**src/rtl/keypad_pkg.sv**
```systemverilog
// ============================================================================
// Module   : keypad_pkg
// Purpose  : Shared FSM state type and 4x4 key map for the keypad decoder.
// Revision : 1.0 - initial release
// ============================================================================
`default_nettype none

package keypad_pkg;

    typedef enum logic [1:0] {
        IDLE       = 2'd0,
        PRESS_DB   = 2'd1,
        HELD       = 2'd2,
        RELEASE_DB = 2'd3
    } state_t;

    // Indexed [row][col]; row 3 occupies the top 16 bits, col 3 the top nibble of each row.
    localparam logic [3:0][3:0][3:0] c_key_map = {
        4'hD, 4'hF, 4'h0, 4'hE,
        4'hC, 4'h9, 4'h8, 4'h7,
        4'hB, 4'h6, 4'h5, 4'h4,
        4'hA, 4'h3, 4'h2, 4'h1
    };

endpackage

`default_nettype wire

```
**src/rtl/sync2.sv**
```systemverilog
// ============================================================================
// Module   : sync2
// Purpose  : Two-flop synchronizer for asynchronous inputs, with reset value.
// Revision : 1.0 - initial release
// ============================================================================
`default_nettype none

module sync2 #(
    parameter int               WIDTH     = 1,
    parameter logic [WIDTH-1:0] RESET_VAL = '0
) (
    input  logic             clk,
    input  logic             reset,
    input  logic [WIDTH-1:0] i_d,
    output logic [WIDTH-1:0] o_q
);

    logic [WIDTH-1:0] r_meta;
    logic [WIDTH-1:0] r_sync;

    always_ff @(posedge clk) begin
        if (reset) begin
            r_meta <= RESET_VAL;
            r_sync <= RESET_VAL;
        end else begin
            r_meta <= i_d;
            r_sync <= r_meta;
        end
    end

    assign o_q = r_sync;

endmodule

`default_nettype wire

```
**src/rtl/keypad_decoder.sv**
```systemverilog
// ============================================================================
// Module   : keypad_decoder
// Purpose  : Debounced 4x4 scanned-keypad decoder, single key, no rollover.
// Revision : 1.0 - initial release
// ============================================================================
`default_nettype none

module keypad_decoder
    import keypad_pkg::*;
#(
    parameter int DEBOUNCE_CYCLES = 8
) (
    input  logic       clk,
    input  logic       reset,
    input  logic [3:0] col_drive,
    input  logic [3:0] rows,
    output logic       key_valid,
    output logic [3:0] key_code,
    output logic       key_held
);

    localparam int               CNT_W      = $clog2(DEBOUNCE_CYCLES) + 1;
    localparam logic [CNT_W-1:0] c_cnt_last = CNT_W'(DEBOUNCE_CYCLES - 1);
    localparam logic [CNT_W-1:0] c_cnt_max  = '1;

    logic [3:0]       w_rows_sync;
    logic [3:0]       r_col_d1, r_col_d2;
    logic [1:0]       w_col_idx, w_row_idx;
    logic             w_col_ok, w_row_ok, w_hit;
    logic             w_on_col, w_key_up, w_key_down;
    logic [CNT_W-1:0] w_cnt_inc;

    state_t           r_state, w_state_nxt;
    logic [CNT_W-1:0] r_cnt, w_cnt_nxt;
    logic [1:0]       r_cap_row, w_cap_row_nxt;
    logic [1:0]       r_cap_col, w_cap_col_nxt;
    logic             r_key_valid, w_valid_nxt;
    logic [3:0]       r_key_code, w_code_nxt;
    logic             r_key_held, w_held_nxt;

    sync2 #(
        .WIDTH     (4),
        .RESET_VAL (4'b1111)
    ) u_rows_sync (
        .clk   (clk),
        .reset (reset),
        .i_d   (rows),
        .o_q   (w_rows_sync)
    );

    // Column strobe is delayed to line up with the synchronized row sample.
    always_ff @(posedge clk) begin
        if (reset) begin
            r_col_d1 <= 4'b0000;
            r_col_d2 <= 4'b0000;
        end else begin
            r_col_d1 <= col_drive;
            r_col_d2 <= r_col_d1;
        end
    end

    always_comb begin
        w_col_idx = 2'd0;
        w_col_ok  = 1'b0;
        case (r_col_d2)
            4'b0001: begin w_col_idx = 2'd0; w_col_ok = 1'b1; end
            4'b0010: begin w_col_idx = 2'd1; w_col_ok = 1'b1; end
            4'b0100: begin w_col_idx = 2'd2; w_col_ok = 1'b1; end
            4'b1000: begin w_col_idx = 2'd3; w_col_ok = 1'b1; end
            default: ;
        endcase
        w_row_idx = 2'd0;
        w_row_ok  = 1'b0;
        case (w_rows_sync)
            4'b1110: begin w_row_idx = 2'd0; w_row_ok = 1'b1; end
            4'b1101: begin w_row_idx = 2'd1; w_row_ok = 1'b1; end
            4'b1011: begin w_row_idx = 2'd2; w_row_ok = 1'b1; end
            4'b0111: begin w_row_idx = 2'd3; w_row_ok = 1'b1; end
            default: ;
        endcase
    end

    assign w_hit      = w_col_ok & w_row_ok;
    assign w_on_col   = w_col_ok && (w_col_idx == r_cap_col);
    assign w_key_up   = w_on_col &&  w_rows_sync[r_cap_row];
    assign w_key_down = w_on_col && !w_rows_sync[r_cap_row];
    assign w_cnt_inc  = (r_cnt == c_cnt_max) ? r_cnt : r_cnt + CNT_W'(1);

    always_comb begin
        w_state_nxt   = r_state;
        w_cnt_nxt     = r_cnt;
        w_cap_row_nxt = r_cap_row;
        w_cap_col_nxt = r_cap_col;
        w_valid_nxt   = 1'b0;
        w_code_nxt    = r_key_code;
        w_held_nxt    = r_key_held;
        case (r_state)
            IDLE: begin
                if (w_hit) begin
                    w_cap_row_nxt = w_row_idx;
                    w_cap_col_nxt = w_col_idx;
                    w_cnt_nxt     = '0;
                    w_state_nxt   = PRESS_DB;
                end
            end
            PRESS_DB: begin
                w_cnt_nxt = w_cnt_inc;
                if (w_key_up) begin
                    w_state_nxt = IDLE;
                end else if (r_cnt == c_cnt_last) begin
                    w_valid_nxt = 1'b1;
                    w_code_nxt  = c_key_map[r_cap_row][r_cap_col];
                    w_held_nxt  = 1'b1;
                    w_state_nxt = HELD;
                end
            end
            HELD: begin
                if (w_key_up) begin
                    w_cnt_nxt   = '0;
                    w_state_nxt = RELEASE_DB;
                end
            end
            RELEASE_DB: begin
                w_cnt_nxt = w_cnt_inc;
                // A re-press of the same key wins over an expiring release count.
                if (w_key_down) begin
                    w_state_nxt = HELD;
                end else if (r_cnt == c_cnt_last) begin
                    w_held_nxt  = 1'b0;
                    w_state_nxt = IDLE;
                end
            end
            default: w_state_nxt = IDLE;
        endcase
    end

    always_ff @(posedge clk) begin
        if (reset) begin
            r_state     <= IDLE;
            r_cnt       <= '0;
            r_cap_row   <= 2'd0;
            r_cap_col   <= 2'd0;
            r_key_valid <= 1'b0;
            r_key_code  <= 4'h0;
            r_key_held  <= 1'b0;
        end else begin
            r_state     <= w_state_nxt;
            r_cnt       <= w_cnt_nxt;
            r_cap_row   <= w_cap_row_nxt;
            r_cap_col   <= w_cap_col_nxt;
            r_key_valid <= w_valid_nxt;
            r_key_code  <= w_code_nxt;
            r_key_held  <= w_held_nxt;
        end
    end

    assign key_valid = r_key_valid;
    assign key_code  = r_key_code;
    assign key_held  = r_key_held;

endmodule

`default_nettype wire

```
**config.mk**
```make
export PLATFORM = sky130hd
export DESIGN_NAME = keypad_decoder
export DESIGN_NICKNAME = d
export VERILOG_FILES = /design/src/rtl/keypad_pkg.sv /design/src/rtl/sync2.sv /design/src/rtl/keypad_decoder.sv
export SDC_FILE = /design/constraint.sdc
export NUM_CORES = 1
export LEC_CHECK = 0
export ABC_AREA = 1
export CORE_UTILIZATION = 59
export DETAILED_ROUTE_END_ITERATION = 8
export PLACE_DENSITY = 0.89
export SYNTH_ARGS = -nofsm -noshare
export SYNTH_HDL_FRONTEND = slang
export SYNTH_SLANG_ARGS = --single-unit
export TNS_END_PERCENT = 100
```
**constraint.sdc**
```tcl
create_clock -name clk -period 2.4 [get_ports clk]
set_clock_uncertainty 0.05 [all_clocks]
set_input_delay 0.72 -clock clk [delete_from_list [all_inputs] [get_ports clk]]
set_output_delay 0.72 -clock clk [all_outputs]
set_load 0.05 [all_outputs]
```
==> results.ini <==
[outcome]
status = completed

[clock_tree]
cts.repair.resized = 0
cts_setup_buffers = 0
cts_root_buffer = clkbuf_4
insertion_delay_ns = 0.34
clock_sinks = 32
htree_num_levels = 2
cts.path.max_buffers = 2
clkTransAtPathRegs_ns = 0.10
cts_made_buffers = 5
cts_tree = yes
hold_buffers = 0

[place]
dp_hpwl_um = 2330
gp_congestion = 0.823
port_buffers = 15
pre_cts_ws_ns = 0.341

[power]
p_sw_mw = 0.474
clkPwrFrac_pct = 24.6
switching_share_pct = 35.8
peakVddDrop_mv = 0.698
p_leak_nw = 0.790
pwr-share-comb_pct = 28.5
seqPwrFrac_pct = 47.0
p_int_mw = 0.851
cellPowerDensity_mw_per_mm2 = 759

[global_routing]
grt_use_total_pct = 27.0
grt_pass1_wl_um = 5290
grt.overflow.total = 0
grt_max_degree = 15
antenna_found_initial = 0
grt_pass1_vias = 1367

[worst_hold_path]
hp-start = r_col_d1[3]
holdPathEnd = r_col_d2[3]
min_path_cells = 2
min_path_type = reg2reg

[critical_path]
start_kind = flop
path_delay_family = buffers and inverters
slowest_delay_ns = 0.82
worstRegToRegCells = 11
endpoint_kind = output port
r2r-start = r_cap_row[0]
worstPathArrival_ns = 1.52
worstReg2RegEnd = key_code[3]
worstPathMaxFanout = 2
path_buf_inv = 1
path_class = reg2out
crit_required_ns = 1.63
crit_start = key_held
crit_cells = 1
rrSetupSlack_ns = 0.75
crit_chain = clkdlybuf4s50_1
crit_slowest_cell = clkdlybuf4s50_1

[synthesis]
syn_area_mm2 = 0.00151
synth_nets = 216
synth-seq-cells = 32
synth_area_leaders = dfxtp_1, nand2_1, inv_1, nor2_1, o21ai_0
ys_warn_count = 0
synth_top_cells_by_count = nand2_1, dfxtp_1, inv_1, nor2_1, o21ai_0
synth_cell_type_count = 26
synthFlopType = dfxtp_1
synthArstFlopShare_pct = 0
syn_area_per_cell_um2 = 7.35
synth_top_cell_area_share_pct = 42.5
postSynthCellCount = 205
synth_edf_count = 0
synth_area_leader_cell = dfxtp_1
synth.most_common_cell = nand2_1
ys_seq_area_share_pct = 42.5

[cells_and_area]
fin_nets = 236
postLayoutCoreUtil_pct = 75.3
area_growth_pct = 15.9
drive_gt1_share_pct = 19.5
n_fill_cell = 188
num_antenna_cells = 0
multiInputGateArea_um2 = 726
regArea_um2 = 641

[drt]
drt_iter0_drc = 20
dr_total_vias = 1381
postRouteAntennaNets = 0
drc = 0
drtPass1Iterations = 4
wl_per_cell_um = 11.9
routed_wl_um = 3020
vias_per_cell = 5.44

[sta]
max_freq_mhz = 436
worstMarginPinSlew_ns = 0.500
hold_viol_final = 0
slew_headroom_pct = 66.5
rsz0062_at_grt = no
fin_ws_ns = 0.109
setup_viol = 0
maxSlewViolCount = 0
finalCriticalPeriod_ns = 2.29
setup_tns_ns = 0
post-route-period-util_pct = 95.5

[floorplanning]
die_w_um = 52.6
rows = 17
core_mm2 = 0.00232
die_y_um = 52.6
start_util_pct = 65.0
io_pins = 16
die_area_mm2 = 0.00276

[run]
drv_cap = 0

[cells in the final DEF, fill, tap and decap left out]
cell type	instances
o31ai_2	1
xor2_1	2
or2_2	9
a21oi_2	3
nand3_2	3
nand3_4	1
inv_4	1
o21ai_0	12
clkbuf_8	1
nand2_1	35
nor2_1	27
buf_4	1
nand4_1	4
nand4_2	1
nand2_4	1
clkinv_2	2
inv_1	27
a211oi_1	1
nor2_4	2
clkdlybuf4s50_1	15
dfxtp_1	32
clkbuf_4	5
ha_1	1
a21oi_1	11
nand2_2	8
or2_0	1
inv_2	5
o21ai_1	3
nand3_1	11
[registers in the layout (all words and copies together), names as in the netlist]
name and count:
key_code 4, r_cnt 4, r_col_d1 4, r_col_d2 4
u_rows_sync.o_q 4, u_rows_sync.r_meta 4, r_cap_col 2, r_cap_row 2
r_state 2, key_held 1, key_valid 1
[logic make-up (layout without fill, tap and decap cells)]
group | count (synthesis) | after routing | synth area share (%)
AO/OA/AOI/OAI | 31 | 31 | 11.7
flip-flops | 32 | 32 | 42.5
buffers and inverters | 36 | 57 | 9.38
AND/OR/NAND/NOR | 103 | 103 | 34.4
XOR/XNOR | 2 | 2 | 1.16
adder cells (fa/ha/maj) | 1 | 1 | 0.830
[how the worst max path moves through the flow]
stage                                  endpoint  slack (ns)
after floorplan                      r_state[1]         1.0
after global placement    u_rows_sync.r_meta[0]        0.38
after detailed placement  u_rows_sync.r_meta[0]        0.34
after CTS                              key_held        0.10
after global routing                   key_held        0.09
final                                  key_held        0.11
[tightest hold or removal path: stages (launching register included)]
cell and delay [ns]:
dfxtp_1 0.31, inv_1 0.04, nor2_1 0.03
[power groups by stage]
stage	logic [mW]	clock network, mW	registers [mW]
6_report	0.377	0.326	0.622
5_1_grt	0.427	0.349	0.629
4_1_cts	0.373	0.328	0.621
3_5_place_dp	0.373	0	0.633
3_3_place_gp	0.351	0	0.627
2_1_floorplan	0.300	0	0.618
[final cells by class]
type	instances	area share, %
Clock buffer	6	2.94
Clock inverter	2	0.573
Inverter	33	7.23
Multi-Input combinational cell	137	41.5
Sequential cell	32	36.7
Tap cell	28	2.01
Timing Repair Buffer	16	9.03
[layer usage]
| layer | track usage (%) | part of all wire, % | vias to the layer above |
|---|---|---|---|
| met3 | 8.70 | 5.0 | 17 |
| met4 | 13.6 | 3.9 | 0 |
| met1 | 27.8 | 41 | 632 |
| li1 | - | - | 684 |
| met2 | 48.3 | 50 | 48 |
| met5 | 0 | 0 | - |
[metrics by stage]
step | instance area (µm²) | hold WS [ns] | cells | total power, mW
after floorplan | 1510 | 0.338 | 205 | 0.919
after global placement | 1690 | 0.344 | 246 | 0.978
after detailed placement | 1690 | 0.345 | 246 | 1.01
after CTS | 1750 | 0.358 | 254 | 1.32
after global routing | 1750 | 0.377 | 254 | 1.40
final | 1750 | 0.354 | 254 | 1.33
No activity file was read; power rests on OpenSTA's default activity.
